File: src/rtl/mips_alu.sv
// mips_alu: 32-bit MIPS execute-stage ALU with single-cycle ops and a 32-iteration restoring-division MOD.
// Optional build macro ALU_SIGNED_MOD_EN selects a signed (C-style) remainder; by default MOD is unsigned.

module mips_alu (
  input  logic        Clk,
  input  logic        Reset,
  input  logic [31:0] A,
  input  logic [31:0] B,
  input  logic [2:0]  ALUOp,
  output logic        Z,
  output logic        V,
  output logic        C,
  output logic [31:0] Result,
  output logic        We
);

  typedef enum logic [2:0] {
    OP_ADD = 3'd0,
    OP_SUB = 3'd1,
    OP_AND = 3'd2,
    OP_OR  = 3'd3,
    OP_XOR = 3'd4,
    OP_NOR = 3'd5,
    OP_SLT = 3'd6,
    OP_MOD = 3'd7
  } alu_op_e;

  typedef enum logic {
    S_IDLE = 1'b0,
    S_BUSY = 1'b1
  } state_e;

  state_e      state_q, state_d;

  // Launch register: operands and opcode of the last launched operation.
  logic [31:0] a_l_q, a_l_d;
  logic [31:0] b_l_q, b_l_d;
  logic [2:0]  op_l_q, op_l_d;

  logic [31:0] result_q, result_d;
  logic        z_q, z_d;
  logic        v_q, v_d;
  logic        c_q, c_d;
  logic        we_q, we_d;

  // Divider working set: partial remainder, dividend being shifted out, divisor, iteration count.
  logic [31:0] rem_q, rem_d;
  logic [31:0] quo_q, quo_d;
  logic [31:0] dvs_q, dvs_d;
  logic [4:0]  cnt_q, cnt_d;
`ifdef ALU_SIGNED_MOD_EN
  logic        neg_q, neg_d;
`endif

  alu_op_e     op;
  logic        launch;
  logic        last_iter;

  assign op        = alu_op_e'(ALUOp);
  assign launch    = (state_q == S_IDLE) && ({A, B, ALUOp} != {a_l_q, b_l_q, op_l_q});
  assign last_iter = (cnt_q == 5'd31);

  // ---------------------------------------------------------------------------
  // Single-cycle datapath
  // ---------------------------------------------------------------------------
  logic        is_sub;
  logic [31:0] b_eff;
  logic [32:0] sum;
  logic        ovf;
  logic [31:0] alu_res;
  logic        alu_v;
  logic        alu_c;

  // NOTE: every signal written in an always_comb gets a default first so no path can infer a latch.
  always_comb begin
    is_sub  = (op == OP_SUB);
    b_eff   = is_sub ? ~B : B;
    sum     = {1'b0, A} + {1'b0, b_eff} + {32'd0, is_sub};
    ovf     = (A[31] == b_eff[31]) && (sum[31] != A[31]);
    alu_res = '0;
    alu_v   = 1'b0;
    alu_c   = 1'b0;
    case (op)
      OP_ADD, OP_SUB: begin
        alu_res = sum[31:0];
        alu_v   = ovf;
        alu_c   = sum[32];
      end
      OP_AND:  alu_res = A & B;
      OP_OR:   alu_res = A | B;
      OP_XOR:  alu_res = A ^ B;
      OP_NOR:  alu_res = ~(A | B);
      OP_SLT:  alu_res = {31'd0, $signed(A) < $signed(B)};
      default: alu_res = '0;
    endcase
  end

  // ---------------------------------------------------------------------------
  // Restoring-division step and operand conditioning
  // ---------------------------------------------------------------------------
  logic [32:0] trial;
  logic        ge;
  logic [31:0] rem_step;
  logic [31:0] mod_res;
  logic [31:0] a_mag;
  logic [31:0] b_mag;

  always_comb begin
    trial    = {rem_q, quo_q[31]};
    ge       = (trial >= {1'b0, dvs_q});
    // After a successful subtract the remainder is below the divisor, so 32 bits always suffice.
    rem_step = ge ? 32'(trial - {1'b0, dvs_q}) : trial[31:0];
`ifdef ALU_SIGNED_MOD_EN
    a_mag    = A[31] ? (~A + 32'd1) : A;
    b_mag    = B[31] ? (~B + 32'd1) : B;
    mod_res  = neg_q ? (~rem_step + 32'd1) : rem_step;
`else
    a_mag    = A;
    b_mag    = B;
    mod_res  = rem_step;
`endif
  end

  // ---------------------------------------------------------------------------
  // Next-state logic
  // ---------------------------------------------------------------------------
  always_comb begin
    state_d = state_q;
    case (state_q)
      S_IDLE:  if (launch && (op == OP_MOD)) state_d = S_BUSY;
      S_BUSY:  if (last_iter) state_d = S_IDLE;
      default: state_d = S_IDLE;
    endcase
  end

  // ---------------------------------------------------------------------------
  // Datapath / output next values
  // ---------------------------------------------------------------------------
  always_comb begin
    a_l_d    = a_l_q;
    b_l_d    = b_l_q;
    op_l_d   = op_l_q;
    result_d = result_q;
    z_d      = z_q;
    v_d      = v_q;
    c_d      = c_q;
    we_d     = 1'b0;
    rem_d    = rem_q;
    quo_d    = quo_q;
    dvs_d    = dvs_q;
    cnt_d    = cnt_q;
`ifdef ALU_SIGNED_MOD_EN
    neg_d    = neg_q;
`endif

    if (launch) begin
      a_l_d  = A;
      b_l_d  = B;
      op_l_d = ALUOp;
      if (op == OP_MOD) begin
        rem_d = '0;
        quo_d = a_mag;
        dvs_d = b_mag;
        cnt_d = '0;
`ifdef ALU_SIGNED_MOD_EN
        neg_d = A[31];
`endif
      end else begin
        result_d = alu_res;
        z_d      = (alu_res == 32'd0);
        v_d      = alu_v;
        c_d      = alu_c;
        we_d     = 1'b1;
      end
    end

    if (state_q == S_BUSY) begin
      rem_d = rem_step;
      quo_d = {quo_q[30:0], ge};
      cnt_d = cnt_q + 5'd1;
      // A zero divisor lets every step succeed, so the remainder rebuilds A exactly.
      if (last_iter) begin
        result_d = mod_res;
        z_d      = (mod_res == 32'd0);
        v_d      = (dvs_q == 32'd0);
        c_d      = 1'b0;
        we_d     = 1'b1;
      end
    end
  end

  // ---------------------------------------------------------------------------
  // State register
  // ---------------------------------------------------------------------------
  // NOTE: sequential state uses non-blocking assignments so all flops sample the same pre-edge values.
  always_ff @(posedge Clk or posedge Reset) begin
    if (Reset) begin
      state_q  <= S_IDLE;
      a_l_q    <= '0;
      b_l_q    <= '0;
      op_l_q   <= '0;
      result_q <= '0;
      z_q      <= 1'b0;
      v_q      <= 1'b0;
      c_q      <= 1'b0;
      we_q     <= 1'b0;
      rem_q    <= '0;
      quo_q    <= '0;
      dvs_q    <= '0;
      cnt_q    <= '0;
`ifdef ALU_SIGNED_MOD_EN
      neg_q    <= 1'b0;
`endif
    end else begin
      state_q  <= state_d;
      a_l_q    <= a_l_d;
      b_l_q    <= b_l_d;
      op_l_q   <= op_l_d;
      result_q <= result_d;
      z_q      <= z_d;
      v_q      <= v_d;
      c_q      <= c_d;
      we_q     <= we_d;
      rem_q    <= rem_d;
      quo_q    <= quo_d;
      dvs_q    <= dvs_d;
      cnt_q    <= cnt_d;
`ifdef ALU_SIGNED_MOD_EN
      neg_q    <= neg_d;
`endif
    end
  end

  assign Result = result_q;
  assign Z      = z_q;
  assign V      = v_q;
  assign C      = c_q;
  assign We     = we_q;

endmodule

File: config.mk
export PLATFORM = sky130hd
export DESIGN_NAME = mips_alu
export DESIGN_NICKNAME = d
export VERILOG_FILES = /design/src/rtl/mips_alu.sv
export SDC_FILE = /design/constraint.sdc
export NUM_CORES = 1
export LEC_CHECK = 0
export CORE_MARGIN = 5
export CORE_UTILIZATION = 40
export CTS_CLUSTER_DIAMETER = 150
export DETAILED_ROUTE_END_ITERATION = 8
export GPL_TIMING_DRIVEN = 0
export PLACE_DENSITY_LB_ADDON = 0.15
export SYNTH_ARGS = -nofsm -noshare
export SYNTH_HDL_FRONTEND = slang
export SYNTH_SLANG_ARGS = --single-unit
File: constraint.sdc
create_clock -name Clk -period 6.9 [get_ports Clk]
set_input_delay 1.035 -clock Clk [delete_from_list [all_inputs] [get_ports Clk]]
set_output_delay 1.035 -clock Clk [all_outputs]
set_load 0.03 [all_outputs]
==> impl.org <==
** Status
- Status :: complete, no violations

** Critical path
- WS Path Type :: primary input to register
- Required @ worst endpoint :: ~7.3 ns
- The number of buffers and inverters on the critical path is 3.
- Ordered list of cells on the worst path :: clkdlybuf4s50_1 -> nor3b_1 -> buf_6 -> clkbuf_1 -> mux2i_1 -> fa_1 -> nand3b_1 -> a2111o_1 -> o211ai_1 -> a211oi_1 -> o211ai_1 -> nor3b_1 -> nor2_1 -> xnor2_1 -> o21ai_0 -> and4bb_1 -> nand4_1 -> a21oi_2
- Worst-path fanout max :: 10
- Startpoint kind of the worst setup timing path :: primary input
- For this run, the slowest stage of the critical path takes approximately 0.74 ns.
- The largest individual stage delay along the critical path comes from the cell sky130_fd_sc_hd__clkbuf_1.
- Measured in cells, the most critical reg-to-reg path has a length of 16.
- Grouping stages by cell kind, the critical path spends the most delay in compound AO/OA/AOI/OAI gates.
- Endpoint type of the worst setup path :: register
- Endpoint arrival time on the critical path :: approximately 6.5 ns
- FF-to-FF Start :: rem_q[23]
- In this run the critical register-to-register path is captured at Z.
- FF-to-FF setup slack :: between 2 and 3 ns

** STA
- Unrepaired setup endpoints after global routing :: no
- Setup violators final :: 0
- Total negative slack for setup checks :: 0 ns
- The number of failing hold endpoints at the final stage came to 0.
- Layout Skew :: 0.0253 ns
- Final worst path period share :: 88.5%
- Worst slew pin tran :: 0.995 ns
- Hold slack :: 0.467 ns
- Worst slew slack as a fraction of its limit :: roughly 34%
- Static timing analysis puts the maximum clock frequency at approximately 160 MHz.
- The clock period could shrink to 6.11 ns.
- The final max-slew violation count came to 0.

** Synth
- Async set-or-reset flop fraction in the synthesized netlist :: between 90% and 100%
- sky130_fd_sc_hd__dfrtp_1 takes more of the synthesized area than any other cell.
- Number of distinct library cells after synthesis :: 73
- Most used standard cells in the synthesized netlist :: sky130_fd_sc_hd__dfrtp_1 (205), sky130_fd_sc_hd__nand2_1 (184), sky130_fd_sc_hd__ha_1 (169)
- Area of the mapped netlist :: ~0.016 mm2
- Summing the sequential cell areas from Yosys gives 31.3% of the chip area.
- Number of warning messages in the yosys log :: 0
- The most used flip-flop cell after synthesis is sky130_fd_sc_hd__dfrtp_1.
- Synthesis handed over a netlist of between 1500 and 2000 instances.
- Number of flip-flops and latches in the synthesized netlist :: 205
- By instance count, the leading cell after synthesis is sky130_fd_sc_hd__dfrtp_1.
- In this run the biggest area consumer among cell types represents between 30% and 40% of the synthesized area.
- After synthesis, the mean cell area works out to approximately 8.8 um2.
- Number of flops mapped to enable cells by yosys :: 0
- Sorting the synthesized cells by area gives the leading types as sky130_fd_sc_hd__dfrtp_1 (31%), sky130_fd_sc_hd__ha_1 (13%), sky130_fd_sc_hd__mux2_2 (5.1%).
- Synthesis produced a netlist with a net count of about 2100.

** Min path
- The startpoint identified for the worst hold timing path is Result[7].
- The worst hold path was traced through 2 stages.
- Sink of the worst hold path :: Result[7]
- Hold WC Path Type :: register to register

** Global route
- Met3 Track Usage GR :: ~2.6%
- The first global-routing pass estimated between 80 and 90 mm of wire.
- Initial antenna violation count :: 0
- The total overflow left after global routing is 0.
- GRT busiest layer :: met2
- Global routing consumed, on the met1 layer, between 30% and 40% of the routing resources.
- Global routing used 25.3% of the available tracks.
- For met2 alone, demand over resource in global routing was 41.6%.
- Pin count of the biggest net entering global routing :: between 100 and 150
- The via count of the first global-routing pass was roughly 15000.

** Clocking
- Total CTS buffers :: 24
- Clock latency on the worst-skew pair, taken at its later pin, is ~0.55 ns.
- Cell at the root of the clock tree :: sky130_fd_sc_hd__clkbuf_16
- Buffers inserted to repair hold after CTS numbered 0.
- In this run the number of H-tree levels came out at 1.
- After clock tree synthesis, the clock-pin slew on the worst setup and hold paths is roughly 0.070 ns.
- The clock passes through at most 3 buffers.
- The number of gates resized after CTS was 0.
- The tree built by TritonCTS fans out to approximately 210 sinks.
- TritonCTS clock tree :: done
- Postcts setup bufs :: 0

** Die
- Core Footprint :: 0.0406 mm2
- Top-Level Pins :: about 110
- Die outline height :: approximately 210 um
- The floorplan step set the die width to 212 um.
- Initial core utilization :: approximately two fifths
- Row Count :: 74
- Die footprint :: 0.0451 mm2

** Layout
- Post-layout util :: a little under half
- Layout Area Growth over Synthesis :: 15.4%
- The repair_antennas step left the layout with diodes totalling 0.
- Total of fill cells in the finished design :: a little over 4000
- At the end of the flow, the number of nets in the layout was approximately 2200.
- In the final layout, the share of cells above drive strength 1 is under 10%.
- Excluding fillers, the count of instances in the completed layout stands at roughly 2500.
- Cell area after layout :: about 0.019 mm2

** Drt
- Summing over every cut layer, the via total after detailed routing is ~15000.
- First-pass iteration count of the detailed router :: 5
- DRT iter0 DRCs :: 1113
- DRT antenna net count :: 0
- Vias per cell :: about 5.7
- Wirelength, routed :: 58.1 mm
- Residual DRC :: 0
- Dividing the detail-routed wire length by the instance count gives between 20 and 25 um.

** Placed design
- Once placement finished, the instance area stood at ~0.018 mm2.
- After legalization and detailed placement, the total HPWL measured roughly 47 mm.
- At the end of routability-driven placement, the weighted congestion stood at ~0.93.
- Once placement completed, the tool counted placed cells totaling between 2000 and 3000.
- Port Buffer Count :: 102

** Pwr
- Power Density :: 480 mW/mm2
- Static Leak :: just over 0.008 uW
- Largest voltage drop on the vdd net :: 0.200 mV

** Job
- The tool flagged a number of max-cap violations equal to 0.
-- kinds of logic (layout without fill, tap and decap cells) --
group                    count (synthesis)  count (layout)  synth area share [%]
adder cells (fa/ha/maj)                171             171                  13.1
AND/OR/NAND/NOR                        467             467                  13.6
XOR/XNOR                               147             147                  7.86
buffers and inverters                  229             375                  5.47
AO/OA/AOI/OAI                          504             504                  19.3
multiplexers                           143             143                  9.30
flip-flops                             205             205                  31.3
-- area by class of cell --
class / instances / area (um2) / area share (%)
clock inverter: 11 / 103 / 0.543
timing repair buffer: 103 / 1050 / 5.55
clock buffer: 32 / 692 / 3.66
sequential: 205 / 5130 / 27.1
multi-input combinational: 1432 / 10400 / 54.8
buffer: 100 / 413 / 2.18
inverter: 129 / 492 / 2.60
tap: 532 / 666 / 3.52
-- flip-flops by register name (all words and copies together) (netlist names) --
name     cells
Result      32
a_l_q       32
b_l_q       32
dvs_q       32
quo_q       32
rem_q       32
cnt_q        5
op_l_q       3
C            1
V            1
We           1
Z            1
state_q      1
-- per-stage QoR --
stage | setup slack (ns) | total power, uW
floorplan | 0.269 | 5940
global placement | -2.70 | 7650
detailed placement | 0.316 | 7710
CTS | 0.871 | 9040
global route | 0.448 | 9730
finish | 0.794 | 9080
-- report_power, final --
part | total, uW | switching [uW] | internal, uW
combinational | 5470 | 3370 | 2100
sequential | 2320 | 473 | 1850
clock | 1290 | 543 | 746
total | 9080 | 4380 | 4700
-- worst reg2reg max path, stage by stage, from the launching register on --
cell and delay (ns):
sky130_fd_sc_hd__dfrtp_1 0.43, sky130_fd_sc_hd__ha_1 0.31, sky130_fd_sc_hd__clkbuf_1 0.32, sky130_fd_sc_hd__nand4_1 0.14
sky130_fd_sc_hd__nor4b_1 0.52, sky130_fd_sc_hd__nand2_1 0.15, sky130_fd_sc_hd__a211oi_1 0.32, sky130_fd_sc_hd__or3_1 0.16
sky130_fd_sc_hd__buf_2 0.20, sky130_fd_sc_hd__buf_6 0.18, sky130_fd_sc_hd__mux2i_1 0.38, sky130_fd_sc_hd__nand4_1 0.22
sky130_fd_sc_hd__nor2_1 0.16, sky130_fd_sc_hd__and4_1 0.19, sky130_fd_sc_hd__and4_1 0.27, sky130_fd_sc_hd__a41oi_1 0.17
sky130_fd_sc_hd__a21oi_2 0.15
-- cells in the final DEF (no fill, tap or decap), types with 38 or more instances in the layout --
master	netlist	final
sky130_fd_sc_hd__nand3_1	38	38
sky130_fd_sc_hd__nand2_1	184	184
sky130_fd_sc_hd__xor2_1	64	64
sky130_fd_sc_hd__ha_1	169	169
sky130_fd_sc_hd__o21ai_0	165	165
sky130_fd_sc_hd__mux2i_1	69	69
sky130_fd_sc_hd__dfrtp_1	205	205
sky130_fd_sc_hd__nor2_1	82	82
sky130_fd_sc_hd__mux2_2	74	74
sky130_fd_sc_hd__xnor2_1	83	83
sky130_fd_sc_hd__a21oi_1	118	118
sky130_fd_sc_hd__clkdlybuf4s50_1	0	102
sky130_fd_sc_hd__clkbuf_1	74	77
sky130_fd_sc_hd__inv_1	127	126
-- routing by layer --
layer	wire, um	up-vias
met5	0	-
met2	26900	358
met3	2340	119
met1	26500	7118
met4	2420	0
li1	-	6916
-- how the worst max path moves through the flow --
stage / startpoint / to / slack [ns] / cells after the start
2_1_floorplan: Reset / C / 0.27 / 1
3_3_place_gp: Reset / b_l_q[22] / -2.70 / 2
3_5_place_dp: ALUOp[2] / Z / 0.32 / 18
4_1_cts: ALUOp[2] / Z / 0.87 / 18
5_1_grt: ALUOp[2] / Z / 0.45 / 18
6_report: ALUOp[2] / Z / 0.79 / 18
Power figures use the tool's default switching activity.
